**src/rtl/crossing_sched.sv**
```systemverilog
// crossing_sched: two-direction intersection scheduler (NS / EW light pairs
// plus a shared pedestrian walk phase), paced by the blinker timebase.
// Optional night-flash mode is built only when SCHED_FLASH_EN is defined.
module crossing_sched #(
  parameter int C_INT_GREEN  = 40,
  parameter int C_INT_YELLOW = 10,
  parameter int C_INT_CLEAR  = 5,
  parameter int C_INT_WALK   = 40
) (
  input  logic       clk,
  input  logic       rst,
  input  logic       blink,
  input  logic       inReqNS,
  input  logic       inReqEW,
  input  logic       inPedestrian,
  input  logic       inFlash,
  output logic [1:0] outLightNS,
  output logic [1:0] outLightEW,
  output logic       outWalk,
  output logic       outPedLatch,
  output logic [2:0] outState
);

  localparam int MAX_GY  = (C_INT_GREEN > C_INT_YELLOW) ? C_INT_GREEN : C_INT_YELLOW;
  localparam int MAX_CW  = (C_INT_CLEAR > C_INT_WALK) ? C_INT_CLEAR : C_INT_WALK;
  localparam int MAX_INT = (MAX_GY > MAX_CW) ? MAX_GY : MAX_CW;
  localparam int CNT_W   = $clog2(MAX_INT) + 1;

  localparam logic [CNT_W-1:0] CNT_MAX     = {CNT_W{1'b1}};
  localparam logic [CNT_W-1:0] GREEN_LAST  = CNT_W'(C_INT_GREEN - 1);
  localparam logic [CNT_W-1:0] YELLOW_LAST = CNT_W'(C_INT_YELLOW - 1);
  localparam logic [CNT_W-1:0] CLEAR_LAST  = CNT_W'(C_INT_CLEAR - 1);
  localparam logic [CNT_W-1:0] WALK_LAST   = CNT_W'(C_INT_WALK - 1);

  localparam logic [1:0] LIGHT_RED    = 2'd0;
  localparam logic [1:0] LIGHT_GREEN  = 2'd1;
  localparam logic [1:0] LIGHT_YELLOW = 2'd2;

  // nextDir encoding: 0 = NS green comes next, 1 = EW green comes next
  localparam logic DIR_NS = 1'b0;
  localparam logic DIR_EW = 1'b1;

  typedef enum logic [2:0] {
    CLEAR     = 3'd0,
    NS_GREEN  = 3'd1,
    NS_YELLOW = 3'd2,
    EW_GREEN  = 3'd3,
    EW_YELLOW = 3'd4,
    WALK      = 3'd5,
    FLASH     = 3'd6
  } state_t;

  state_t           state, stateD;
  logic [CNT_W-1:0] cnt, cntD;
  logic             nextDir, nextDirD;
  logic             pedPrev;
  logic             pedLatchD;
  logic             fromWalk;
  logic             flashReq;
  logic             toggleD;
  logic [1:0]       lightNSD, lightEWD;
  logic             walkD;
  logic             pedRise;
  logic             stateChange;

`ifdef SCHED_FLASH_EN
  logic toggle;
  assign flashReq = inFlash;
`else
  logic unusedFlash;
  assign unusedFlash = inFlash;
  assign flashReq    = 1'b0;
`endif

  assign pedRise     = inPedestrian & ~pedPrev;
  assign stateChange = (stateD != state);

  // Next-state, interval counter, latch and registered-output decode
  always_comb begin
    stateD   = state;
    nextDirD = nextDir;
    cntD     = cnt;
    toggleD  = 1'b0;
    lightNSD = LIGHT_RED;
    lightEWD = LIGHT_RED;
    walkD    = 1'b0;

    case (state)
      CLEAR: begin
        if (blink && cnt == CLEAR_LAST) begin
          if (flashReq)                      stateD = FLASH;
          else if (outPedLatch && !fromWalk) stateD = WALK;
          else if (nextDir == DIR_EW)        stateD = EW_GREEN;
          else                               stateD = NS_GREEN;
        end
      end
      NS_GREEN: begin
        if (blink && cnt >= GREEN_LAST && (inReqEW | outPedLatch | flashReq))
          stateD = NS_YELLOW;
      end
      NS_YELLOW: begin
        if (blink && cnt == YELLOW_LAST) begin
          stateD   = CLEAR;
          nextDirD = DIR_EW;
        end
      end
      EW_GREEN: begin
        if (blink && cnt >= GREEN_LAST && (inReqNS | outPedLatch | flashReq))
          stateD = EW_YELLOW;
      end
      EW_YELLOW: begin
        if (blink && cnt == YELLOW_LAST) begin
          stateD   = CLEAR;
          nextDirD = DIR_NS;
        end
      end
      WALK: begin
        if (blink && cnt == WALK_LAST) stateD = CLEAR;
      end
`ifdef SCHED_FLASH_EN
      FLASH: begin
        toggleD = blink ? ~toggle : toggle;
        if (blink && !inFlash) begin
          stateD   = CLEAR;
          nextDirD = DIR_NS;
        end
      end
`endif
      default: stateD = CLEAR;
    endcase

    if (stateD != state)              cntD = '0;
    else if (blink && cnt != CNT_MAX) cntD = cnt + 1'b1;

    // the toggle restarts from 0 on every entry into FLASH
    if (stateD != FLASH || state != FLASH) toggleD = 1'b0;

    case (stateD)
      NS_GREEN:  lightNSD = LIGHT_GREEN;
      NS_YELLOW: lightNSD = LIGHT_YELLOW;
      EW_GREEN:  lightEWD = LIGHT_GREEN;
      EW_YELLOW: lightEWD = LIGHT_YELLOW;
      WALK:      walkD    = 1'b1;
      FLASH: begin
        lightNSD = toggleD ? LIGHT_YELLOW : LIGHT_RED;
        lightEWD = toggleD ? LIGHT_YELLOW : LIGHT_RED;
      end
      default: ;
    endcase

    // entry into WALK clears the latch and beats a coincident press;
    // presses while already walking are ignored
    if (stateD == WALK && state != WALK) pedLatchD = 1'b0;
    else if (pedRise && state != WALK)   pedLatchD = 1'b1;
    else                                 pedLatchD = outPedLatch;
  end

  // State, counter, latch and output registers
  always_ff @(posedge clk or posedge rst) begin
    if (rst) begin
      state       <= CLEAR;
      cnt         <= '0;
      nextDir     <= DIR_NS;
      pedPrev     <= 1'b0;
      outPedLatch <= 1'b0;
      fromWalk    <= 1'b0;
      outLightNS  <= LIGHT_RED;
      outLightEW  <= LIGHT_RED;
      outWalk     <= 1'b0;
      outState    <= 3'd0;
`ifdef SCHED_FLASH_EN
      toggle      <= 1'b0;
`endif
    end else begin
      state       <= stateD;
      cnt         <= cntD;
      nextDir     <= nextDirD;
      pedPrev     <= inPedestrian;
      outPedLatch <= pedLatchD;
      if (stateChange) fromWalk <= (state == WALK);
      outLightNS  <= lightNSD;
      outLightEW  <= lightEWD;
      outWalk     <= walkD;
      outState    <= stateD;
`ifdef SCHED_FLASH_EN
      toggle      <= toggleD;
`endif
    end
  end

endmodule

```
**config.mk**
```make
export PLATFORM = sky130hd
export DESIGN_NAME = crossing_sched
export DESIGN_NICKNAME = d
export VERILOG_FILES = /design/src/rtl/crossing_sched.sv
export SDC_FILE = /design/constraint.sdc
export NUM_CORES = 1
export LEC_CHECK = 0
export CORE_MARGIN = 8
export CORE_UTILIZATION = 47
export DETAILED_ROUTE_END_ITERATION = 10
export GPL_TIMING_DRIVEN = 0
export PLACE_DENSITY = 0.74
export SYNTH_ARGS = -nofsm -noshare
export SYNTH_HDL_FRONTEND = slang
export SYNTH_SLANG_ARGS = --single-unit
```
**constraint.sdc**
```tcl
create_clock -name clk -period 4.2 [get_ports clk]
set_clock_uncertainty 0.2 [all_clocks]
set_input_delay 0.84 -clock clk [delete_from_list [all_inputs] [get_ports clk]]
set_output_delay 0.84 -clock clk [all_outputs]
set_load 0.05 [all_outputs]
```
==> summary.txt <==
Global routing
  – First-pass GRT wire length: 3680 um
  – Initial antenna violation count: 0
  – Grt ovf: 0
  – Largest net degree at the start of global routing: 20
  – Number of global-route vias before repair: 812
  – GRT Util Overall: 0.112

Finish
  – Area Overhead vs Synth: 19.6%
  – # diodes: 0
  – Layout cells sized above 1: 0.154
  – Utilization after layout: 0.577
  – Layout net count: 134

Clocking
  – PostCTS Resize Cnt: 0
  – Hold buffer count at cts: 0
  – Max Root-Sink Buffers: 2
  – Setup Buffers After CTS: 0
  – Num CTS Buffers: 3
  – Clock Latency Late Sink: 300 ps
  – Clock root buffer: clkbuf_4
  – H-tree levels: 1
  – Clock Sinks: 19
  – CTS tree: yes
  – Worst-path clk slew: 100 ps

Power
  – Net switching power: 0.297 mW
  – Sw Ratio: 0.432
  – Flop pwr share: 0.410
  – Leak: 0.575 nW
  – Worst VDD drop: 0.276 mV
  – Int Pwr: 0.390 mW
  – Clock network power share: 0.135
  – PD cells: 554 nW/um2
  – Combinational share of power: 0.456
  – Power after layout: 0.687 mW

Worst hold path
  – Hold Path Cell Cnt: 1
  – Hold WC Path Type: reg -> reg
  – Worst Hold End: fromWalk
  – Hold Startpoint: fromWalk

Detailed routing
  – Via count: 809
  – Remaining DRCs: 0
  – Vias/cell: 5.36
  – DR pass1 iterations: 4
  – Drt wl/cell: 13.9 um
  – Initial DRC count: 14
  – Final WL: 2100 um
  – Post-route ant nets: 0

Run status
  – Outcome: complete, no violations

Floorplanning
  – Initial Utilization: 0.482
  – Core ar.: 2150 um2
  – Die area: 3960 um2
  – Row Count: 17
  – Die W: 63.0 um
  – Num ports: 16
  – Die span in y: 63.0 um

Critical path
  – Worst Path Arrival: 3210 ps
  – Worst Setup Start Kind: input pin
  – Crit path capture type: register
  – Worst Reg2Reg Path Length in Cells: 8
  – R2r setup slk: 1530 ps
  – Worst reg2reg path endpoint: fromWalk
  – Crit path kind: in -> reg
  – Req. time, crit path: 4190 ps
  – Critical path peak fanout: 8
  – Reg2reg start: cnt[0]

Yosys
  – Number of synthesized flops with an enable pin: 0
  – Seq/Total Area, Yosys: 0.459
  – Synth unique cells: 42
  – #FFs+latches synth: 19
  – Syn_nets: 115
  – Most frequent cells after synthesis: dfrtp_1 (19), nor2_1 (11), nand2_1 (9), inv_1 (6), nor3_1 (6)
  – Ys Warns: 0
  – Share of the synthesized area in the top cell type: 0.459
  – Ys async rst share: 1.00
  – Post-synthesis cell area: 1040 um2
  – Ys flop type: dfrtp_1
  – Syn Inst Count: 105
  – Mean post-synth cell area: 9.87 um2
  – Dominant cell by count in the synthesized netlist: dfrtp_1
  – Top post-synthesis cells by area: dfrtp_1 (46%), nor2_1 (4.0%), ha_1 (3.6%)
  – Largest area contributor in the netlist: dfrtp_1

STA
  – Slew @ Worst Pin: 718 ps
  – Final period utilization: 0.768
  – Final hold viol count: 0
  – Fin crit period: 3220 ps
  – Fin. max-slew vios: 0
  – Unrepaired setup endpoints after global routing: false
  – Max Freq: 0.310 GHz
  – Slew margin rel.: 0.521
  – Post-Route Setup TNS: 0 ps
  – Setup-failing EPs final: 0

Place
  – I/O Buffers: 14
  – Global placer's final weighted congestion: 0.905
  – Post-DP HPWL: 1640 um

Run
  – Max Cap Viol: 0
sequential cells by signal, indices dropped and copies added (netlist names):
| register | cells |
|---|---|
| outWalk | 1 |
| nextDir | 1 |
| fromWalk | 1 |
| pedPrev | 1 |
| outLightEW | 2 |
| state | 3 |
| cnt | 7 |
| outLightNS | 2 |
| outPedLatch | 1 |
worst max-delay path, cell delays in order:
cell and delay, ps:
clkdlybuf4s50_1 540, or4b_4 490, nor3_1 420, nor4b_1 140
a211oi_1 200, a2111o_2 270, mux2_4 310
per-stage QoR:
| stage | std cells | instance area [um2] | setup slack (ps) | hold slack [ps] |
|---|---|---|---|---|
| global route | 151 | 1240 | 875 | 341 |
| global placement | 147 | 1210 | 690 | 293 |
| CTS | 151 | 1240 | 1010 | 324 |
| finish | 151 | 1240 | 976 | 321 |
| floorplan | 105 | 1040 | 1400 | 276 |
| detailed placement | 147 | 1210 | 689 | 304 |
power groups by stage:
| stage | clock, mW | combinational (mW) | sequential [mW] |
|---|---|---|---|
| CTS | 0.0948 | 0.316 | 0.280 |
| finish | 0.0924 | 0.313 | 0.281 |
| global route | 0.105 | 0.344 | 0.290 |
| detailed placement | 0 | 0.315 | 0.284 |
| global placement | 0 | 0.308 | 0.280 |
| floorplan | 0 | 0.154 | 0.349 |
placed cells by master, fill, tap and decap left out, drive strengths merged, types with 2 or more instances in the layout:
cell	count
inv	6
and3	2
nand3	2
o21ai	4
xnor2	2
nor3b	3
a211o	2
nor3	6
xor2	3
nand2	9
nor2b	3
clkdlybuf4s50	14
clkbuf	4
a211oi	2
a21oi	4
and2	2
nor2	12
dfrtp	19
ha	3
how the worst max path moves through the flow:
| stage | start | end | slack [ps] | cells past startpoint |
|---|---|---|---|---|
| finish | blink | fromWalk | 980 | 7 |
| global route | blink | fromWalk | 870 | 7 |
| CTS | blink | fromWalk | 1010 | 7 |
| detailed placement | blink | fromWalk | 690 | 7 |
| global placement | blink | fromWalk | 690 | 7 |
| floorplan | blink | fromWalk | 1400 | 6 |
metal layers:
metal / global-route usage / part of all wire
met2: 0.188 / 0.50
met3: 0.0233 / 0.035
met1: 0.127 / 0.46
met4: 0.0627 / 0.0081
met5: 0 / 0
area by class of cell:
| cell class | instances | area (um2) |
|---|---|---|
| fillers | 188 | 910 |
| well taps | 28 | 35.0 |
| clock buffers | 3 | 22.5 |
| multi-input cells | 78 | 528 |
| flip-flops and latches | 19 | 475 |
| plain buffers | 2 | 10.0 |
| repair buffers | 14 | 140 |
| clock inverters | 1 | 5.00 |
| inverters | 6 | 22.5 |
cells by family after synthesis:
logic type      count (synthesis)  share of synthesized area
buf+inv                         8                     0.0314
simple gates                   49                      0.273
mux                             1                     0.0145
flops                          19                      0.459
fa+ha+maj                       3                     0.0362
compound gates                 20                      0.144
xor+xnor                        5                     0.0423
Note: power is estimated with default switching activity, not from simulation.
